===== src/rtl/alu_pkg.sv =====
// Shared definitions for the ALU command packer: opcodes, command field layout,
// packer FSM states and a helper that assembles the 10-bit command word.
package alu_pkg;

    localparam int BYTE_W    = 8;
    localparam int OP_W      = 2;
    localparam int DATA_W    = 4;
    localparam int CMD_W     = OP_W + 2 * DATA_W;
    localparam int DATA1_LSB = 0;
    localparam int DATA2_LSB = DATA_W;
    localparam int OP_LSB    = 2 * DATA_W;

    typedef enum logic [OP_W-1:0] {
        ADD = 2'd0,
        SUB = 2'd1,
        MUL = 2'd2,
        DIV = 2'd3
    } alu_op_e;

    typedef enum logic [1:0] {
        HDR,
        OPND,
        HOLD
    } packer_state_e;

    function automatic logic [CMD_W-1:0] pack_cmd(input alu_op_e op,
                                                  input logic [DATA_W-1:0] data2,
                                                  input logic [DATA_W-1:0] data1);
        return {op, data2, data1};
    endfunction

endpackage


===== src/rtl/sat_counter.sv =====
// Event counter that sticks at its all-ones value instead of wrapping.
module sat_counter #(
    parameter int WIDTH = 8
) (
    input  logic             clk,
    input  logic             reset,
    input  logic             inc,
    output logic [WIDTH-1:0] count
);

    // NOTE: sequential state is always updated with non-blocking assignments.
    always_ff @(posedge clk or posedge reset) begin
        if (reset) begin
            count <= '0;
        end else if (inc && (count != '1)) begin
            count <= count + WIDTH'(1);
        end
    end

endmodule


===== src/rtl/alu_cmd_packer.sv =====
// Packs a two-byte host stream (header, operand) into one ALU command word.
// Optional ALU_DIV0_DROP_EN: reject DIV commands whose data2 is zero.
module alu_cmd_packer
    import alu_pkg::*;
#(
    parameter int CNT_W = 8
) (
    input  logic              clk,
    input  logic              reset,
    input  logic              clear,
    input  logic [BYTE_W-1:0] in_data,
    input  logic              in_valid,
    output logic              in_ready,
    output logic [CMD_W-1:0]  out_data,
    output logic              out_valid,
    input  logic              out_ready,
    output logic              err,
    output logic [CNT_W-1:0]  cmd_cnt,
    output logic [CNT_W-1:0]  err_cnt
);

    packer_state_e     state_q, state_d;
    alu_op_e           op_q;
    logic [DATA_W-1:0] data2_q, data1_q;
    logic              err_d;
    logic              latch_op, latch_opnd;
    logic              in_xfer, hdr_ok, div0_drop, cmd_done;

    assign in_ready  = (state_q != HOLD);
    assign out_valid = (state_q == HOLD);
    assign in_xfer   = in_valid && in_ready;
    assign hdr_ok    = (in_data[BYTE_W-1:OP_W] == '0);
    assign cmd_done  = out_valid && out_ready;
    assign out_data  = pack_cmd(op_q, data2_q, data1_q);

`ifdef ALU_DIV0_DROP_EN
    assign div0_drop = (op_q == DIV) && (in_data[DATA2_LSB +: DATA_W] == '0);
`else
    assign div0_drop = 1'b0;
`endif

    // clear outranks a coincident byte: the byte is consumed and has no effect.
    // NOTE: every combinational output gets a default first so no latch is inferred.
    always_comb begin
        state_d    = state_q;
        err_d      = 1'b0;
        latch_op   = 1'b0;
        latch_opnd = 1'b0;
        unique case (state_q)
            HDR: begin
                if (!clear && in_xfer) begin
                    if (hdr_ok) begin
                        latch_op = 1'b1;
                        state_d  = OPND;
                    end else begin
                        err_d = 1'b1;
                    end
                end
            end
            OPND: begin
                if (clear) begin
                    state_d = HDR;
                end else if (in_xfer) begin
                    if (div0_drop) begin
                        err_d   = 1'b1;
                        state_d = HDR;
                    end else begin
                        latch_opnd = 1'b1;
                        state_d    = HOLD;
                    end
                end
            end
            HOLD: begin
                if (out_ready) state_d = HDR;
            end
            default: state_d = HDR;
        endcase
    end

    // NOTE: the command fields are reset too, so out_data reads zero out of reset.
    always_ff @(posedge clk or posedge reset) begin
        if (reset) begin
            state_q <= HDR;
            err     <= 1'b0;
            op_q    <= ADD;
            data2_q <= '0;
            data1_q <= '0;
        end else begin
            state_q <= state_d;
            err     <= err_d;
            if (latch_op) op_q <= alu_op_e'(in_data[OP_W-1:0]);
            if (latch_opnd) begin
                data2_q <= in_data[DATA2_LSB +: DATA_W];
                data1_q <= in_data[DATA1_LSB +: DATA_W];
            end
        end
    end

    sat_counter #(.WIDTH(CNT_W)) u_cmd_cnt (
        .clk   (clk),
        .reset (reset),
        .inc   (cmd_done),
        .count (cmd_cnt)
    );

    sat_counter #(.WIDTH(CNT_W)) u_err_cnt (
        .clk   (clk),
        .reset (reset),
        .inc   (err_d),
        .count (err_cnt)
    );

endmodule


===== config.mk =====
export PLATFORM = sky130hd
export DESIGN_NAME = alu_cmd_packer
export DESIGN_NICKNAME = d
export VERILOG_FILES = /design/src/rtl/alu_pkg.sv /design/src/rtl/sat_counter.sv /design/src/rtl/alu_cmd_packer.sv
export SDC_FILE = /design/constraint.sdc
export NUM_CORES = 1
export LEC_CHECK = 0
export ABC_AREA = 1
export BUFFER_PORTS_ARGS = -buffer_cell sky130_fd_sc_hd__buf_2
export CELL_PAD_IN_SITES_DETAIL_PLACEMENT = 0
export CELL_PAD_IN_SITES_GLOBAL_PLACEMENT = 2
export CORE_MARGIN = 10
export CORE_UTILIZATION = 29
export CTS_CLUSTER_DIAMETER = 200
export DETAILED_ROUTE_END_ITERATION = 7
export GPL_ROUTABILITY_DRIVEN = 0
export PLACE_DENSITY_LB_ADDON = 0.1
export RECOVER_POWER = 25
export REMOVE_ABC_BUFFERS = 1
export SLEW_MARGIN = 10
export SYNTH_ARGS = -nofsm -noshare
export SYNTH_HDL_FRONTEND = slang
export SYNTH_HIERARCHICAL = 1
export SYNTH_SLANG_ARGS = --single-unit
export TNS_END_PERCENT = 10

===== constraint.sdc =====
create_clock -name clk -period 1.61 [get_ports clk]
set_input_delay 0.161 -clock clk [delete_from_list [all_inputs] [get_ports clk]]
set_output_delay 0.161 -clock clk [all_outputs]
set_load 0.02 [all_outputs]

# == Word level (Yosys, flattened, before mapping) ==
# Index checks and enable logic that the tools add are counted.
# W data, S select, Z words.
# totals
reg_bits,29
out_inout_bits,29
elab_cells,42
# classes
n_addsub,2
n_eq_ne,9
mux,15
reduce_logical,9
# op_table
cell,count
$add A8 B1 Y8 const B,2
$ne A8 B8 Y1 const B,2
$mux W2,5
$mux W1,9
$logic_not A6 Y1,1
$ne A2 B2 Y1 const B,3
$pmux W2 S3,1
$logic_and A1 B1 Y1,5
$reduce_and A4 Y1,1
$ne A3 B3 Y1 const B,1
$eq A2 B1 Y1 const B,1
$eq A2 B2 Y1 const B,1
$logic_not A2 Y1,1
$ne A2 B1 Y1 const B,1
$logic_not A1 Y1,1

# == Longest topological paths before layout ==
# logic_depth
word_depth,6
depth_mapped,12
ltp_nobuf,11

# == Cells and area by module ==
# Netlist, hierarchy kept.
# modules_own_cells
mod,instances,cells_per_inst,area_per_inst_um2,seq_area_each_um2
sat_counter,2,63,473.0,200.2
alu_cmd_packer,1,72,596.8,325.3

# == Least setup slack after synthesis ==
# Ideal clock, no wire load.
# synth_timing
path_kind,reg-to-reg
start,register state_q[1]
end,register u_cmd_cnt.count[7]
t_arrival_ns,1.684
required_time_ns,1.493
setup_slack_ns,-0.192
path_stages_with_launch,11
n_path_buf,1
period_less_slack_ns,1.802
cell_sequence,dfrtp_1 > inv_1 > nor2_1 > inv_1 > nor2_1 > buf_2 > nand3_1 > nor2_2 > nand3_2 > nand2_1 > nand2_1
# synth_between
elab_chain_cells,3
# synth_lines
element,line_no,text
start: declaration,alu_cmd_packer.sv:22,"packer_state_e state_q, state_d;"
start signal: assignment,alu_cmd_packer.sv:89,state_q <= state_d;
$eq A2 B2 Y1,alu_cmd_packer.sv:30,assign out_valid = (state_q == HOLD);
net out_valid,alu_cmd_packer.sv:15,"output logic out_valid,"
$logic_and A1 B1 Y1,alu_cmd_packer.sv:33,assign cmd_done = out_valid && out_ready;
net cmd_done,alu_cmd_packer.sv:27,"logic in_xfer, hdr_ok, div0_drop, cmd_done;"
$logic_and A1 B1 Y1,sat_counter.sv:15,end else if (inc && (count != '1)) begin
end signal: assignment,sat_counter.sv:16,count <= count + WIDTH'(1);
end: declaration,sat_counter.sv:8,output logic [WIDTH-1:0] count
# The timed path passes the listed nets, and every way through them passes these cells.
# A chain may end at the register's enable or synchronous reset.

# == Final worst setup path ==
# layout_timing
start,register state_q[1]
end,register u_err_cnt.count[3]
# layout_between
elab_chain_cells,6
# layout_lines
element,line_no,text
$ne A2 B2 Y1,alu_cmd_packer.sv:29,assign in_ready = (state_q != HOLD);
$logic_and A1 B1 Y1,alu_cmd_packer.sv:31,assign in_xfer = in_valid && in_ready;
$logic_and A1 B1 Y1,alu_cmd_packer.sv:51,if (!clear && in_xfer) begin
$mux W1,alu_cmd_packer.sv:51,
$mux W1 (*),-,
net err_d,alu_cmd_packer.sv:25,logic err_d;
$logic_and A1 B1 Y1 (*),sat_counter.sv:15,
end signal: assignment,sat_counter.sv:16,
end: declaration,sat_counter.sv:8,
# The timed path passes the listed nets; every way through them passes the cells marked *.

==> flow_summary.rst <==
.. list-table::
   :header-rows: 1

   * - Metric
     - Value
   * - Startpoint types
     - register
   * - Leading cell type in the layout, fill and taps excluded
     - sky130_fd_sc_hd__nand2_1
   * - Vias in the first global route
     - around 1400
   * - Area overhead of the layout relative to synthesis
     - 26.8%
   * - Share of power burned in registers
     - 0.476
   * - Sequential share of the synthesized area
     - 0.470
   * - Share of cells above drive strength 1
     - 0.285
   * - Iteration count of the initial detailed-routing pass
     - 6
   * - Total power draw
     - roughly 0.0018 W
   * - Post-layout utilization of the core
     - 0.380
   * - Number of different library cells in the post-synthesis netlist
     - 20
   * - Overall fraction of global-route tracks in use
     - 0.0929
   * - Flop2flop setup slack
     - roughly 0.15 ns
   * - Final #Nets
     - between 200 and 300
   * - Highest clock rate
     - between 600 and 700 MHz
   * - Sw frac
     - 0.309
   * - Port Buffers
     - 41
   * - Max-slew headroom at the worst pin
     - 0.633
   * - Final critical delay including setup and external delays
     - approximately 1.5 ns
   * - Combinational fraction of design power
     - 0.194
   * - Power density relative to cell area
     - roughly 940 nW/µm²
   * - Slew Limit Fails
     - 0
   * - Placeable core region
     - 5140 µm²
   * - Result of the run
     - complete, no violations
   * - Via density
     - roughly 4.3
   * - Worst setup skew after layout
     - 0.00185 ns
   * - Number of antenna cells inserted
     - 0
   * - First-pass GRT wire length
     - around 6.5 mm
   * - Setup CP Type
     - reg2reg
   * - Clock Latency Late Sink
     - around 0.28 ns
   * - Cell count after synthesis
     - 198
   * - Residual antenna-violating net count after detailed routing
     - 0
   * - Total overflow reported by the global router
     - 0
   * - Maximum Capacitance Violations
     - 0
   * - Number of clock sinks seen by CTS
     - 29
   * - Total negative slack for setup checks
     - 0 ns
   * - WP data arrival
     - 1.64 ns
   * - Data required, critical path
     - roughly 1.8 ns
   * - Clock-pin slew of the registers on the worst-case setup and hold paths
     - around 0.060 ns
   * - Maximum number of pins on one net before global-route repair
     - 14
   * - Final cycle utilization of the critical path
     - 0.909
   * - Clock Path Buffers
     - 2
   * - Final setup violation count
     - 0
   * - Vert. Die Dim
     - roughly 93 µm
   * - Cell at the root of the clock tree
     - sky130_fd_sc_hd__clkbuf_8
   * - Count of synthesis-stage warnings from yosys
     - 6
   * - Top-Level Pins
     - 42
   * - Number of design rule violations left after detail routing
     - 0
   * - Pin slew with the least headroom to its limit
     - 0.550 ns
   * - Sw power
     - between 0.0005 and 0.0006 W
   * - CTS tree
     - built
   * - HPWL Detailed
     - approximately 3 mm
   * - Count of H-tree levels built during CTS
     - 2
   * - Total placed instance area
     - 1850 µm²
   * - Total wirelength of the detailed-routed design
     - around 3.9 mm
   * - Pre-CTS worst setup slack
     - 0.0688 ns
   * - Final Cell Area
     - between 1500 and 2000 µm²
   * - Average instance area after synthesis
     - slightly below 8 µm²
   * - Path type of the worst min-delay path
     - in2reg
   * - Cell Area, Synth
     - between 1500 and 2000 µm²
   * - Count of endpoints failing hold in the final timing report
     - 0
   * - Iter 0 DRT Violations
     - 53
   * - Endpoint kind of the worst setup timing path
     - register
   * - Chip Width
     - around 93 µm
   * - Commonest cells after routing, fill and taps aside
     - sky130_fd_sc_hd__nand2_1, sky130_fd_sc_hd__buf_2, sky130_fd_sc_hd__inv_1
   * - Clock network fraction of total power
     - 0.330
   * - Internal power
     - roughly 0.0013 W
   * - Site row count
     - 26
   * - Num CTS Buffers
     - 5
   * - Detail-routed net length per standard cell
     - ~12 µm
   * - Setup fix buffers added after clock tree synthesis
     - 0
   * - Antenna violations before repair
     - 0
   * - Routed via count
     - around 1400
   * - Initial standard-cell utilization of the core
     - 0.300
   * - FF+latch count, synth
     - 29
   * - Standby leakage power
     - around 1.0 nW
   * - Die area
     - approximately 8600 µm²
   * - Smallest setup slack after layout
     - 0.147 ns
   * - Largest driver fanout on the critical path
     - 4
   * - Max IR drop VDD
     - between 0.0005 and 0.0006 V
[registers in the layout, indices dropped and copies added, names as in the netlist]
signal / flops
data2_q: 4
op_q: 2
u_err_cnt/count: 8
u_cmd_cnt/count: 8
data1_q: 4
err: 1
state_q: 2
[cells by family after synthesis]
| logic type | after synthesis | synth area share |
|---|---|---|
| flip-flops | 29 | 0.470 |
| buffers and inverters | 35 | 0.0973 |
| adder cells (fa/ha/maj) | 2 | 0.0162 |
| XOR/XNOR | 2 | 0.0114 |
| AO/OA/AOI/OAI | 8 | 0.0292 |
| AND/OR/NAND/NOR | 122 | 0.376 |
[Yosys cell counts]
library cell	number	area [µm²]
sky130_fd_sc_hd__buf_6	2	22.5
sky130_fd_sc_hd__o21bai_1	2	15.0
sky130_fd_sc_hd__nor2_4	2	22.5
sky130_fd_sc_hd__o21ai_1	3	15.0
sky130_fd_sc_hd__o21ai_0	3	15.0
sky130_fd_sc_hd__nand3_2	4	40.0
sky130_fd_sc_hd__inv_1	30	113
sky130_fd_sc_hd__nand3_1	23	115
sky130_fd_sc_hd__buf_2	2	10.0
sky130_fd_sc_hd__clkinv_2	1	5.00
sky130_fd_sc_hd__dfrtp_1	29	726
sky130_fd_sc_hd__nand2_4	1	11.3
sky130_fd_sc_hd__nand2_2	5	31.3
sky130_fd_sc_hd__nand4_1	4	25.0
sky130_fd_sc_hd__nand3b_1	2	15.0
sky130_fd_sc_hd__nor2_2	6	37.5
sky130_fd_sc_hd__ha_1	2	25.0
sky130_fd_sc_hd__xnor2_1	2	17.5
sky130_fd_sc_hd__nor2_1	12	45.0
sky130_fd_sc_hd__nand2_1	63	236
[final timing paths]
kind / cells past startpoint / endpoint / from
worst min-delay path: 2 / state_q[1]$_DFFE_PP0P_ / out_ready
worst min register to register: 2 / data2_q[1]$_DFFE_PP0P_ / data2_q[1]$_DFFE_PP0P_
worst max-delay path: 11 / u_err_cnt/count[3]$_DFFE_PP0P_ / state_q[1]$_DFFE_PP0P_
worst max register to register: 11 / u_err_cnt/count[3]$_DFFE_PP0P_ / state_q[1]$_DFFE_PP0P_
min in group asynchronous: 3 / u_cmd_cnt/count[7]$_DFFE_PP0P_ / reset
max in group asynchronous: 3 / state_q[1]$_DFFE_PP0P_ / reset
[routing by layer]
layer,vias up,routed length [µm],GRT usage
li1,710,-,-
met1,646,1740,0.111
met2,23,1850,0.148
met3,6,212,0.0323
met4,0,53,0.0386
met5,-,0,0
[timing repair]
| item | CTS | global route |
|---|---|---|
| resized for setup | 0 | 5 |
| hold endpoints to repair | 29 | 0 |
| endpoints found under the setup margin | 0 | 8 |
| hold buffers | 1 | 0 |
[area by class of cell]
class | instances | area (µm²)
flip-flops and latches | 29 | 727
repair buffers | 48 | 255
multi-input cells | 134 | 682
fillers | 590 | 3180
well taps | 70 | 87.6
inverters | 31 | 118
clock buffers | 7 | 86.3
[stage by stage]
stage                     hold slack, ns  instances
after global routing              0.0764        319
after global placement             0.174        311
after detailed placement           0.165        311
final                             0.0855        319
after CTS                         0.0868        319
after floorplan                  -0.0233        194
[power groups by stage]
| stage | registers (W) | clock network (W) | logic (W) |
|---|---|---|---|
| 2_1_floorplan | 0.000960 | 0 | 0.000143 |
| 3_3_place_gp | 0.000885 | 0 | 0.000357 |
| 3_5_place_dp | 0.000887 | 0 | 0.000358 |
| 4_1_cts | 0.000874 | 0.000631 | 0.000361 |
| 5_1_grt | 0.000889 | 0.000657 | 0.000400 |
| 6_report | 0.000872 | 0.000604 | 0.000355 |
[critical path, cell delays in order, from the launching register on]
cell	delay, ns
sky130_fd_sc_hd__dfrtp_2	0.44
sky130_fd_sc_hd__nor2_4	0.12
sky130_fd_sc_hd__nand2_4	0.07
sky130_fd_sc_hd__clkinv_2	0.06
sky130_fd_sc_hd__nand2_1	0.04
sky130_fd_sc_hd__inv_1	0.14
sky130_fd_sc_hd__buf_4	0.15
sky130_fd_sc_hd__inv_1	0.04
sky130_fd_sc_hd__nor2_1	0.13
sky130_fd_sc_hd__nand2_1	0.07
sky130_fd_sc_hd__nand2_1	0.06
sky130_fd_sc_hd__nand2_1	0.04
No activity file was read; power rests on OpenSTA's default activity.
